==> src/rtl/pc_pkg.sv <==
// Shared types and constants for the program counter.
package pc_pkg;

    localparam int unsigned STATE_W = 2;

    typedef enum logic [STATE_W-1:0] {
        IDLE    = 2'd0,
        RUN     = 2'd1,
        STALLED = 2'd2,
        HALTED  = 2'd3
    } pc_state_e;

endpackage : pc_pkg

==> src/rtl/pc_adder.sv <==
// WIDTH-bit adder with carry-out. It is shared by the PC increment and the
// relative-branch target add.
module pc_adder #(
    parameter int unsigned WIDTH = 16
) (
    input  logic [WIDTH-1:0] i_a,
    input  logic [WIDTH-1:0] i_b,
    output logic [WIDTH-1:0] o_sum,
    output logic             o_carry
);

    logic [WIDTH:0] w_full;

    // Add with one extra bit so the carry-out falls out of the top bit.
    assign w_full  = (WIDTH+1)'(i_a) + (WIDTH+1)'(i_b);
    assign o_sum   = w_full[WIDTH-1:0];
    assign o_carry = w_full[WIDTH];

endmodule : pc_adder

==> src/rtl/program_counter.sv <==
// Program counter with an IDLE/RUN/STALLED/HALTED sequencer.
// Input priority: R > HALT > BR > STALL > increment.
// Optional macro PC_REL_BRANCH_EN: the branch target is PC + BR_ADDR
// instead of the absolute BR_ADDR.
module program_counter
    import pc_pkg::*;
#(
    parameter int unsigned       WIDTH        = 16,
    parameter logic [WIDTH-1:0]  RESET_VECTOR = '0
) (
    input  logic               CLK,
    input  logic               R,
    input  logic               EN,
    input  logic               STALL,
    input  logic               BR,
    input  logic [WIDTH-1:0]   BR_ADDR,
    input  logic               HALT,
    input  logic               RESUME,
    output logic [WIDTH-1:0]   PC,
    output logic               VALID,
    output logic [STATE_W-1:0] STATE,
    output logic               WRAP
);

    pc_state_e        r_state;
    logic [WIDTH-1:0] r_pc;
    logic             r_valid;
    logic             r_wrap;

    pc_state_e        w_state_next;
    logic [WIDTH-1:0] w_pc_next;
    logic             w_valid_next;
    logic             w_wrap_next;

    logic [WIDTH-1:0] w_add_b;
    logic [WIDTH-1:0] w_sum;
    logic             w_carry;
    logic [WIDTH-1:0] w_target;

`ifdef PC_REL_BRANCH_EN
    // The adder is shared. A branch adds BR_ADDR and an increment adds 1.
    // Increments never happen in the same cycle as a taken branch.
    assign w_add_b  = BR ? BR_ADDR : WIDTH'(1);
    assign w_target = w_sum;
`else
    // Absolute branches. The adder only serves the increment.
    assign w_add_b  = WIDTH'(1);
    assign w_target = BR_ADDR;
`endif

    pc_adder #(.WIDTH(WIDTH)) u_adder (
        .i_a     (r_pc),
        .i_b     (w_add_b),
        .o_sum   (w_sum),
        .o_carry (w_carry)
    );

    // State and registered outputs, synchronous active-high reset.
    always_ff @(posedge CLK) begin
        if (R) begin
            r_state <= IDLE;
            r_pc    <= RESET_VECTOR;
            r_valid <= 1'b0;
            r_wrap  <= 1'b0;
        end else begin
            r_state <= w_state_next;
            r_pc    <= w_pc_next;
            r_valid <= w_valid_next;
            r_wrap  <= w_wrap_next;
        end
    end

    // Next-state selection. HALT wins over every other non-reset input.
    always_comb begin
        w_state_next = r_state;
        if (HALT) begin
            w_state_next = HALTED;
        end else begin
            case (r_state)
                IDLE:    if (EN) w_state_next = RUN;
                RUN:     if (BR) w_state_next = RUN;
                         else if (STALL) w_state_next = STALLED;
                STALLED: if (BR || !STALL) w_state_next = RUN;
                HALTED:  if (RESUME) w_state_next = RUN;
                default: w_state_next = IDLE;
            endcase
        end
    end

    // Next PC, VALID and WRAP. Only an increment can raise WRAP.
    always_comb begin
        w_pc_next   = r_pc;
        w_wrap_next = 1'b0;
        if (!HALT) begin
            case (r_state)
                RUN: begin
                    if (BR) begin
                        w_pc_next = w_target;
                    end else if (!STALL && EN) begin
                        w_pc_next   = w_sum;
                        w_wrap_next = w_carry;
                    end
                end
                STALLED: if (BR) w_pc_next = w_target;
                default: w_pc_next = r_pc;
            endcase
        end
        w_valid_next = (w_state_next == RUN);
    end

    assign PC    = r_pc;
    assign VALID = r_valid;
    assign STATE = r_state;
    assign WRAP  = r_wrap;

endmodule : program_counter
==> config.mk <==
export PLATFORM = sky130hd
export DESIGN_NAME = program_counter
export DESIGN_NICKNAME = d
export VERILOG_FILES = /design/src/rtl/pc_pkg.sv /design/src/rtl/pc_adder.sv /design/src/rtl/program_counter.sv
export SDC_FILE = /design/constraint.sdc
export NUM_CORES = 1
export LEC_CHECK = 0
export BUFFER_PORTS_ARGS = -buffer_cell sky130_fd_sc_hd__buf_2
export CORE_UTILIZATION = 30
export CTS_CLUSTER_DIAMETER = 40
export DETAILED_ROUTE_END_ITERATION = 7
export GPL_TIMING_DRIVEN = 0
export SYNTH_ARGS = -nofsm -noshare
export SYNTH_HDL_FRONTEND = slang
export SYNTH_SLANG_ARGS = --single-unit
==> constraint.sdc <==
create_clock -name CLK -period 2.2 [get_ports CLK]
set_input_delay 0.11 -clock CLK [delete_from_list [all_inputs] [get_ports CLK]]
set_output_delay 0.11 -clock CLK [all_outputs]
set_load 0.05 [all_outputs]
* Word-level counts from Yosys, hierarchy flattened
Index checks and enable logic that the tools add are counted.
Widths: inputs -> output; s select.
** Cells by class
- Add/subtract/negate cells :: 1
- $mul :: 0
- Divide/modulo/power cells :: 0
- Magnitude comparators :: 0
- Eq/ne operators :: 6
- Shift operators :: 0
- Multiplexer cells :: 11
- Bitwise logic cells :: 3
- Reductions and logical operators :: 7
** Operator list (number)
- $mux 16 :: 3
- $pmux 16 s2 :: 1
- $add 16x1->17 const B :: 1
- $mux 2 :: 6
- $pmux 2 s4 :: 1
- $reduce_or 5->1 :: 1
- $eq 2x1->1 const B :: 2
- $eq 2x2->1 const B :: 2
- $reduce_and 4->1 :: 1
- $ne 3x3->1 const B :: 1
- $not 1->1 :: 3
- $logic_not 2->1 :: 1
- $ne 2x2->1 const B :: 1
- $reduce_bool 2->1 :: 1
- $logic_and 1x1->1 :: 1
- $logic_not 1->1 :: 1
- $logic_or 1x1->1 :: 1
** Word-level totals
- Register bits :: 20
- Latch bits :: 0
- RAM bits :: 0
- Bits in read-only memories :: 0
- Input port bits :: 23
- Output and inout bits :: 20
- Word-level logic and storage cells :: 32
- Memories :: 0

* Depth between registers and ports, before layout
Gate-level depths: netlist of the first run.
- Word-level depth :: 6
- Mapped depth :: 9

* By module
Synthesis of the first run repeated with hierarchy kept, for this count alone.
** Second synthesis, totals
- Cell total of the unflattened synthesis :: 236
- Area, all modules :: 1889.3 um2
** By module, submodules not included
- program_counter :: times used 1, cells an instance 126, area each 1033.5 um2, seq. area each 400.4 um2
- pc_adder :: times used 1, cells an instance 110, area each 855.8 um2, seq. area each 0.0 um2

* Worst setup path after synthesis of the first run
OpenSTA, ideal clock, no wires.
- Path type :: flip-flop to flip-flop
- Start point :: register r_state[0] (netlist: STATE[0])
- End point :: register r_pc[14] (netlist: PC[14])
- Data arrival time :: 2.219 ns
- Required time :: 2.121 ns
- Slack :: -0.097 ns
- Cell stages (with the launch flop) :: 8
- Path buffers :: 1
- Clock period less this slack :: 2.297 ns
- Cell sequence :: dfxtp_1 > inv_1 > ha_1 > buf_6 > nor2b_4 > a211o_4 > or4_1 > o211ai_1
** On the way
- Longest elaborated chain between the ends :: 3
** Ends and longest elaborated chain
- start, declared :: line program_counter.sv:25 : pc_state_e r_state;
- start signal, assigned :: line program_counter.sv:66 : r_state <= w_state_next;
- $eq 2x1->1 or $eq 2x2->1 (tied branches) :: line program_counter.sv:95 : case (r_state)
- $ne 3x3->1 (no line), or another cell as far along
- $reduce_and 4->1 (no line)
- end signal, assigned :: line program_counter.sv:67 : r_pc <= w_pc_next;
- end, declared :: line program_counter.sv:26 : logic [WIDTH-1:0] r_pc;
Parallel ways exist; a longest one is shown, timed or not.
A chain may end at the register's enable or synchronous reset.

* Worst setup path in the final report of the first run
- Start point :: register r_state[0] (netlist: STATE[0])
- End point :: register r_pc[2] (netlist: PC[2])
Same word-level chain as after synthesis.

==> summary.txt, run 1 <==
Final layout
  – Non-Filler Instances: 284
  – Fin area: 0.00176 mm²
  – Ant diodes: 0
  – Layout area overhead: 22.4%
  – Fraction of layout cells with a size suffix above 1: 25.4%
  – Fill cell count: 472
  – Commonest non-fill, non-tap cell in the layout: buf_2
  – Commonest cells after routing, fill and taps aside: 45 x buf_2, 22 x nand2_1, 18 x dfxtp_1
  – Final #Nets: 262

GRT
  – Vias in the first global route: 1493
  – All-layer global routing usage: 17.4%
  – Initial antenna violation count: 0
  – First-pass GRT wire length: 7100 µm
  – Grt ovf: 0
  – Largest net degree at the start of global routing: 11

Critical path
  – Worst r2r dst: PC[2]
  – Setup crit start kind: flop
  – CP Max Fanout: 10
  – Cells on worst reg2reg path: 9
  – Crit path capture type: flop
  – Flop-to-flop setup slack: 0.17 ns
  – Crit Path Class: flop to flop
  – Reg2reg start: STATE[0]
  – Crit path DAT: 2.22 ns
  – Critical Path RT: 2.40 ns

Placement
  – Dpl cells: 281
  – Port Buffers: 41
  – Detail Placement HPWL: 3150 µm
  – GP Congestion: 0.808
  – Placed cell areas: 0.00171 mm²

CTS
  – Clock slew seen by the registers of the worst setup and hold paths: 0.08 ns
  – CTS max path bufs: 2
  – CTS buffer count: 3
  – Post-CTS setup buffer count: 0
  – Post-CTS Hold Buffers: 0
  – CTS root buf: clkbuf_8
  – Clk_lat worst skew: 0.26 ns
  – H-tree levels: 1
  – CTS tree: done
  – Clk sinks: 20

Floorplanning
  – Core Area: 0.00447 mm²
  – Starting Density: 32.2%
  – Die Span Y: 71.3 µm
  – Cell Rows: 24
  – IO Pins: 43
  – Die W: 71.3 µm
  – Full die area: 0.00508 mm²

Synth
  – Synth Flop Type: dfxtp_1
  – Avg Synthesized Cell Area: 7.65 µm²
  – Yosys warns: 0
  – Syn Std Cell Area: 0.00144 mm²
  – Sequential area share after synthesis: 27.8%
  – Number of flops mapped to enable cells by yosys: 0
  – Synth unique cells: 52
  – Cells after Synth: 188
  – Synth Net Count: 216
  – FFs w/ async S/R, synth: 0%
  – Synthesis-stage register bit count: 20

Worst hold path
  – Hold WC Path Type: primary input to flop
  – Worst Hold Launch: BR_ADDR[13]
  – Hold depth: 3
  – WHS Endpoint: PC[13]

STA
  – Max-slew violations: 0
  – Worst-margin pin slew: 0.483 ns
  – Clock skew: 0.00248 ns
  – Slew HR: 67.7%
  – Fmax: 493 MHz
  – Setup_tns: 0 ns
  – Unrepaired setup endpoints after global routing: false
  – Final Hold Fails: 0
  – Final setup viols: 0
  – Final Critical Period: 2.03 ns
  – Final period util: 92.2%

Routing
  – Routed WL per cell: 15.0 µm
  – Via density: 5.63
  – Total number of vias: 1598
  – DR pass1 iterations: 6
  – Number of DRC markers in iteration 0: 122
  – Routed wire length: 4270 µm
  – Routed Antenna Nets: 0
  – Drt drc: 3

Job
  – MaxCap Viol Count: 0

Outcome
  – Status: finished, violations left
  – Failing checks: design-rule violations

Power and ir drop
  – P per Cell Area: 583 mW/mm²
  – Leakage: 0.722 nW
  – Peak supply drop: 0.283 mV
-- synthesized netlist by cell type (3+ instances only) --
master | instances | area share, %
nor3b_1 | 3 | 1.6
buf_2 | 4 | 1.4
clkbuf_1 | 7 | 1.8
dfxtp_1 | 20 | 28
o21ai_0 | 10 | 3.5
nand4_1 | 9 | 3.9
and3_1 | 4 | 1.7
a21o_1 | 3 | 1.6
ha_1 | 5 | 4.3
or4_1 | 3 | 1.6
nor2_1 | 16 | 4.2
o311a_1 | 3 | 2.1
inv_1 | 5 | 1.3
a32o_1 | 3 | 2.1
a21oi_1 | 9 | 3.1
o211ai_1 | 3 | 1.6
nor3_1 | 7 | 2.4
and4_1 | 3 | 1.8
a31oi_1 | 3 | 1.3
nand2_1 | 22 | 5.7
nor2b_1 | 4 | 1.7
nand3_1 | 7 | 2.4
-- cells by family (layout without fill, tap and decap cells) --
| group | Yosys count | in the layout | synth area share [%] |
|---|---|---|---|
| adder cells (fa/ha/maj) | 6 | 6 | 5.04 |
| AO/OA/AOI/OAI | 50 | 50 | 25.5 |
| buffers and inverters | 18 | 62 | 6.09 |
| multiplexers | 1 | 1 | 0.696 |
| AND/OR/NAND/NOR | 93 | 93 | 34.9 |
| flip-flops | 20 | 20 | 27.8 |
-- metal layers --
metal	track usage, %	routed length, µm
met2	26.8	1910
met1	24.8	2010
met5	0	0
met3	3.80	306
met4	4.22	33
-- cell type report --
class                      count  area (µm²)  share of cell area, %
sequential                    20         403                   22.9
buffer                        13        70.1                   3.98
inverter                       5        18.8                   1.07
multi-input combinational    150         958                   54.4
tap                           52        65.1                   3.69
clock buffer                   3        41.3                   2.34
timing repair buffer          41         205                   11.6
-- stage by stage --
| step | hold slack, ns | setup WS, ns | util (%) | total power [mW] |
|---|---|---|---|---|
| floorplan | 0.239 | 0.119 | - | 0.680 |
| global placement | 0.383 | -0.0107 | 38.3 | 0.779 |
| detailed placement | 0.380 | -0.0153 | 38.3 | 0.779 |
| CTS | 0.106 | 0.151 | 39.3 | 1.03 |
| global route | 0.108 | 0.0189 | 39.4 | 1.09 |
| finish | 0.0983 | 0.172 | 39.4 | 1.03 |
-- sequential cells by signal, indices dropped and copies added (netlist names) --
name,count
VALID,1
PC,16
WRAP,1
STATE,2
-- worst max-delay path: stages (launching register included) --
cell	delay (ns)
dfxtp_2	0.39
inv_1	0.08
ha_1	0.20
buf_6	0.13
or2_2	0.26
clkbuf_1	0.16
clkbuf_1	0.26
nor3b_1	0.24
o21ai_0	0.10
a21oi_1	0.13
-- where the power goes --
group	switching (mW)	internal [mW]
registers	0.0418	0.391
clock network	0.129	0.122
logic	0.233	0.109
total	0.403	0.623
-- worst max-delay path by stage --
stage                        start     end  slack (ns)  cells after the start
after floorplan           STATE[0]  PC[14]        0.12                      7
after global placement    STATE[0]   PC[0]       -0.01                      8
after detailed placement  STATE[0]   PC[0]       -0.02                      8
after CTS                 STATE[0]   PC[0]        0.15                      8
after global routing      STATE[1]   PC[0]        0.02                      7
final                     STATE[0]   PC[2]        0.17                      9
-- what timing repair did --
item                       CTS  global route
setup endpoints to repair    2             2
pin swaps                    0             1
resized for setup            1             2
gates cloned                 0             0
Note: power is estimated with default switching activity, not from simulation.
==> run 2, diff against run 1 <==
CTS_CLUSTER_SIZE = 24   (was unset)
PLACE_DENSITY = 0.59   (was unset)
==> summary.txt, run 2 (synthesis results as in run 1) <==
STA
  – Final setup viols: 0 (unchanged)
  – Hold_ws: 0.101 ns (was 0.0983 ns)
  – Fmax: 490 MHz (was 493 MHz)
  – Final period util: 92.7% (was 92.2%)
  – Final Critical Period: 2.04 ns (was 2.03 ns)
  – Setup_tns: 0 ns (unchanged)
  – Max-slew violations: 0 (unchanged)
  – Worst-margin pin slew: 0.521 ns (was 0.483 ns)
  – Clock skew: 0.00386 ns (was 0.00248 ns)
  – Final Hold Fails: 0 (unchanged)
  – Unrepaired setup endpoints after global routing: false (unchanged)
  – Slew HR: 65.3% (was 67.7%)

Final layout
  – Final #Nets: 262 (unchanged)
  – Core Util, Final: 39.8% (was 39.4%)
  – Fin area: 0.00178 mm² (was 0.00176 mm²)
  – Layout area overhead: 23.7% (was 22.4%)
  – Fraction of layout cells with a size suffix above 1: 25.8% (was 25.4%)
  – Largest register FFs: 16 (unchanged)
  – Ant diodes: 0 (unchanged)
  – Commonest non-fill, non-tap cell in the layout: buf_2 (unchanged)
  – Commonest cells after routing, fill and taps aside: 45 x buf_2, 22 x nand2_1, 18 x dfxtp_1 (unchanged)

Placement
  – GP Congestion: 0.824 (was 0.808)
  – Placed cell areas: 0.00171 mm² (unchanged)
  – Detail Placement HPWL: 3180 µm (was 3150 µm)
  – Port Buffers: 41 (unchanged)

Job
  – MaxCap Viol Count: 0 (unchanged)

CTS
  – Clk_lat worst skew: 0.26 ns (about the same)
  – Clock slew seen by the registers of the worst setup and hold paths: 0.08 ns (about the same)
  – Clk sinks: 20 (unchanged)
  – CTS root buf: clkbuf_8 (unchanged)
  – Post-CTS Hold Buffers: 0 (unchanged)
  – CTS max path bufs: 2 (unchanged)
  – H-tree levels: 1 (unchanged)
  – Post-CTS setup buffer count: 0 (unchanged)
  – CTS buffer count: 3 (unchanged)
  – CTS tree: done (unchanged)

Critical path
  – Critical Path RT: 2.39 ns (was 2.40 ns)
  – Crit path DAT: 2.22 ns (about the same)
  – CP Max Fanout: 10 (unchanged)
  – Crit path capture type: flop (unchanged)
  – Setup crit start kind: flop (unchanged)
  – Flop-to-flop setup slack: 0.16 ns (was 0.17 ns)
  – Crit Path Class: flop to flop (unchanged)

Power and ir drop
  – Leakage: 0.726 nW (was 0.722 nW)
  – Peak supply drop: 0.360 mV (was 0.283 mV)
  – Tot Pwr: 1.07 mW (was 1.03 mW)
  – P per Cell Area: 603 mW/mm² (was 583 mW/mm²)

Routing
  – DR pass1 iterations: 6 (unchanged)
  – Drt drc: 1 (was 3)
  – Via density: 5.60 (was 5.63)
  – Number of DRC markers in iteration 0: 115 (was 122)
  – Routed WL per cell: 15.3 µm (was 15.0 µm)
  – Routed Antenna Nets: 0 (unchanged)
  – Routed wire length: 4350 µm (was 4270 µm)
  – Total number of vias: 1597 (was 1598)

GRT
  – Largest net degree at the start of global routing: 12 (was 11)
  – Initial antenna violation count: 0 (unchanged)
  – Vias in the first global route: 1482 (was 1493)
  – First-pass GRT wire length: 7310 µm (was 7100 µm)
  – Grt ovf: 0 (unchanged)
  – All-layer global routing usage: 18.3% (was 17.4%)

Floorplanning
  – IO Pins: 43 (unchanged)
  – Starting Density: 32.2% (unchanged)
  – Full die area: 0.00508 mm² (unchanged)
  – Cell Rows: 24 (unchanged)
  – Die W: 71.3 µm (unchanged)
  – Die Span Y: 71.3 µm (unchanged)
  – Core Area: 0.00447 mm² (unchanged)

Worst hold path
  – Hold WC Path Type: primary input to flop (unchanged)

Outcome
  – Failing checks: design-rule violations (unchanged)
  – Status: finished, violations left (unchanged)
-- run 2: cell count changes in the layout (fill, tap and decap cells not counted) --
cell      change
nor4b_2       +1
clkbuf_1      +1
clkbuf_8      +1
clkbuf_2      -1
nor4b_1       -1
-- run 2: final cells by class --
cell class	count	area (µm²)
tap	52	65.1
inverter	5	18.8
buffer	13	68.8
timing repair buffer	41	205
sequential	20	403
multi-input combinational	150	965
fill	494	2690
clock buffer	4	55.1
-- run 2: final timing paths --
path / depth (start not counted) / endpoint / startpoint
max: 9 / PC[15] / STATE[0]
min reg2reg: 2 / WRAP / PC[15]
min: 3 / PC[1] / BR_ADDR[1]
max reg2reg: 9 / PC[15] / STATE[0]
-- run 2: worst max-delay path: stages (launching register included) --
cell       delay, ns
dfxtp_2         0.39
inv_1           0.07
ha_1            0.20
buf_6           0.14
or2_2           0.26
clkbuf_1        0.16
clkbuf_1        0.28
nor3_1          0.20
nand4_1         0.12
o2111ai_1       0.12
-- run 2: metrics by stage --
stage               setup slack (ns)  cells
CTS                            0.129    285
global placement             -0.0170    281
floorplan                      0.119    188
detailed placement           -0.0222    281
global route                 0.00834    285
finish                         0.161    285
-- run 2: what timing repair did --
item | CTS | global route
gates cloned | 0 | 0
resized for setup | 1 | 1
pin swaps | 0 | 1
setup endpoints to repair | 5 | 2
-- run 2: power by group --
part / internal (mW) / leakage, nW / switching, mW
registers: 0.391 / 0.164 / 0.0433
logic: 0.109 / 0.533 / 0.234
clock network: 0.160 / 0.0288 / 0.136
total: 0.660 / 0.726 / 0.413
-- run 2: layer usage --
layer,up-vias,GRT usage [%],routed length [µm]
met5,-,0,0
met4,0,4.67,48
met3,6,3.66,204
met2,46,29.3,1990
met1,749,25.3,2100
li1,796,-,-
==> run 3, diff against run 2 <==
BUFFER_PORTS_ARGS = unset   (was -buffer_cell sky130_fd_sc_hd__buf_2)
CTS_BUF_LIST = sky130_fd_sc_hd__clkbuf_8   (was unset)
DONT_BUFFER_PORTS = 1   (was unset)
PLACE_DENSITY = 0.52   (was 0.59)
==> summary.txt, run 3 (synthesis results as in run 1) <==
Critical path
  – CP Max Fanout: 8 (was 10)
  – Critical Path RT: 2.39 ns (about the same)
  – Setup crit start kind: flop (unchanged)
  – Critical-path cell list: inv_2, ha_1, buf_6, nor2b_4, a211o_4, or4_1, o211ai_1 (was inv_1, ha_1, buf_6, or2_2, clkbuf_1, clkbuf_1, nor3_1, nand4_1, o2111ai_1)
  – Crit path DAT: 2.27 ns (was 2.22 ns)
  – CP max stage cell: dfxtp_4 (was dfxtp_2)
  – Cells on worst reg2reg path: 7 (was 9)
  – Crit path capture type: flop (unchanged)
  – Reg2reg start: STATE[0] (unchanged)
  – Critical path origin: STATE[0] (unchanged)
  – Crit Path Class: flop to flop (unchanged)
  – CP peak stage delay: 0.48 ns (was 0.39 ns)

STA
  – Final setup viols: 0 (unchanged)
  – Final Hold Fails: 0 (unchanged)
  – Final period util: 94.5% (was 92.7%)
  – Fmax: 481 MHz (was 490 MHz)
  – Worst-margin pin slew: 0.741 ns (was 0.521 ns)
  – Max-slew violations: 0 (unchanged)
  – Final Critical Period: 2.08 ns (was 2.04 ns)
  – Unrepaired setup endpoints after global routing: false (unchanged)
  – Clock skew: 0.00481 ns (was 0.00386 ns)
  – Slew HR: 50.6% (was 65.3%)

CTS
  – H-tree levels: 1 (unchanged)
  – CTS buffer count: 3 (unchanged)
  – Clk sinks: 20 (unchanged)
  – CTS tree: done (unchanged)
  – CTS root buf: clkbuf_8 (unchanged)
  – Clk_lat worst skew: 0.27 ns (was 0.26 ns)
  – Clock slew seen by the registers of the worst setup and hold paths: 0.08 ns (about the same)
  – CTS max path bufs: 2 (unchanged)

Floorplanning
  – Die W: 71.3 µm (unchanged)
  – IO Pins: 43 (unchanged)
  – Starting Density: 32.2% (unchanged)
  – Full die area: 0.00508 mm² (unchanged)
  – Core Area: 0.00447 mm² (unchanged)
  – Cell Rows: 24 (unchanged)
  – Die Span Y: 71.3 µm (unchanged)

Final layout
  – Commonest non-fill, non-tap cell in the layout: nand2_1 (was buf_2)
  – Fraction of layout cells with a size suffix above 1: 15.3% (was 25.8%)
  – Non-Filler Instances: 248 (was 285)
  – Layout area overhead: 15.0% (was 23.7%)
  – Largest register FFs: 16 (unchanged)
  – Ant diodes: 0 (unchanged)
  – Final #Nets: 225 (was 262)
  – Core Util, Final: 37.0% (was 39.8%)
  – Fill cell count: 477 (was 494)
  – Commonest cells after routing, fill and taps aside: 22 x nand2_1, 16 x nor2_1, 14 x dfxtp_1 (was 45 x buf_2, 22 x nand2_1, 18 x dfxtp_1)

Routing
  – DR pass1 iterations: 7 (was 6)
  – Total number of vias: 1484 (was 1597)
  – Via density: 5.98 (was 5.60)
  – Routed WL per cell: 18.2 µm (was 15.3 µm)
  – Number of DRC markers in iteration 0: 83 (was 115)
  – Routed Antenna Nets: 0 (unchanged)
  – Routed wire length: 4510 µm (was 4350 µm)
  – Drt drc: 3 (was 1)

Placement
  – Detail Placement HPWL: 3280 µm (was 3180 µm)
  – Dpl cells: 240 (was 281)
  – Port Buffers: 0 (was 41)
  – GP Congestion: 0.796 (was 0.824)

Job
  – MaxCap Viol Count: 0 (unchanged)

Power and ir drop
  – Switching share of power: 36.0% (was 38.5%)
  – Leakage: 0.581 nW (was 0.726 nW)
  – Logic gate share of total power: 18.7% (was 32.0%)
  – P_int: 723 µW (was 660 µW)
  – Sequential share of power: 47.6% (was 40.5%)
  – Clock Power Share: 33.7% (was 27.5%)
  – P per Cell Area: 683 mW/mm² (was 603 mW/mm²)
  – Net Switching: 407 µW (was 413 µW)
  – Peak supply drop: 0.314 mV (was 0.360 mV)

GRT
  – Largest net degree at the start of global routing: 13 (was 12)
  – First-pass GRT wire length: 7370 µm (was 7310 µm)
  – Initial antenna violation count: 0 (unchanged)
  – Grt ovf: 0 (unchanged)
  – All-layer global routing usage: 18.4% (was 18.3%)
  – Vias in the first global route: 1442 (was 1482)

Worst hold path
  – Hold depth: 1 (was 3)
  – Hold WC Path Type: primary input to flop (unchanged)
  – Worst Hold Launch: HALT (was BR_ADDR[1])

Outcome
  – Failing checks: design-rule violations (unchanged)
  – Status: finished, violations left (unchanged)
[run 3: routing by layer]
layer	GRT usage (%)	part of all wire, %
met5	0	0
met4	5.33	1.1
met3	4.92	7.1
met2	28.1	44
met1	25.4	48
[run 3: final timing paths]
| check | end | slack [ns] |
|---|---|---|
| min reg2reg | PC[0] | 0.66 |
| max reg2reg | PC[14] | 0.12 |
| max | PC[14] | 0.12 |
| min | VALID | 0.01 |
[run 3: repair_timing]
action | 4_1_cts | 5_1_grt
endpoints found under the hold margin | 4 | 0
pin swaps | 1 | 0
gates resized for setup | 6 | 12
cloned | 0 | 0
buffers inserted | 2 | 0
setup endpoints to repair | 16 | 17
hold buffers | 3 | 0
[run 3: cell type report]
class	count	area (µm²)	area share [%]
plain buffers	12	71.3	4.31
clock buffers	3	41.3	2.49
clock inverters	1	30.0	1.81
inverters	5	18.8	1.13
multi-input cells	150	971	58.7
flip-flops and latches	20	413	24.9
well taps	52	65.1	3.93
repair buffers	5	45.0	2.72
[run 3: stage by stage]
step           setup TNS [ns]  instance area [µm²]  setup WS, ns  power, mW  hold slack [ns]
2_1_floorplan               0                 1440         0.119      0.680            0.239
3_3_place_gp            -1.81                 1510        -0.252      0.739            0.256
3_5_place_dp            -1.88                 1510        -0.254      0.740            0.256
4_1_cts                     0                 1640        0.0140       1.13          0.00863
5_1_grt                     0                 1660        0.0217       1.18           0.0188
6_report                    0                 1660         0.120       1.13           0.0115
[run 3: power by group through the flow]
stage               Combinational, mW  Sequential (mW)  Clock (mW)
floorplan                       0.150            0.530           0
global placement                0.192            0.547           0
detailed placement              0.193            0.547           0
CTS                             0.207            0.538       0.387
global route                    0.238            0.545       0.395
finish                          0.211            0.538       0.381
[run 3: worst max-delay path, delay by kind of cell (launching register included)]
kind | cells | cell delay, ns
buffers and inverters | 2 | 0.20
AND/OR/NAND/NOR | 2 | 0.60
AO/OA/AOI/OAI | 2 | 0.52
flip-flops | 1 | 0.48
adder cells (fa/ha/maj) | 1 | 0.20
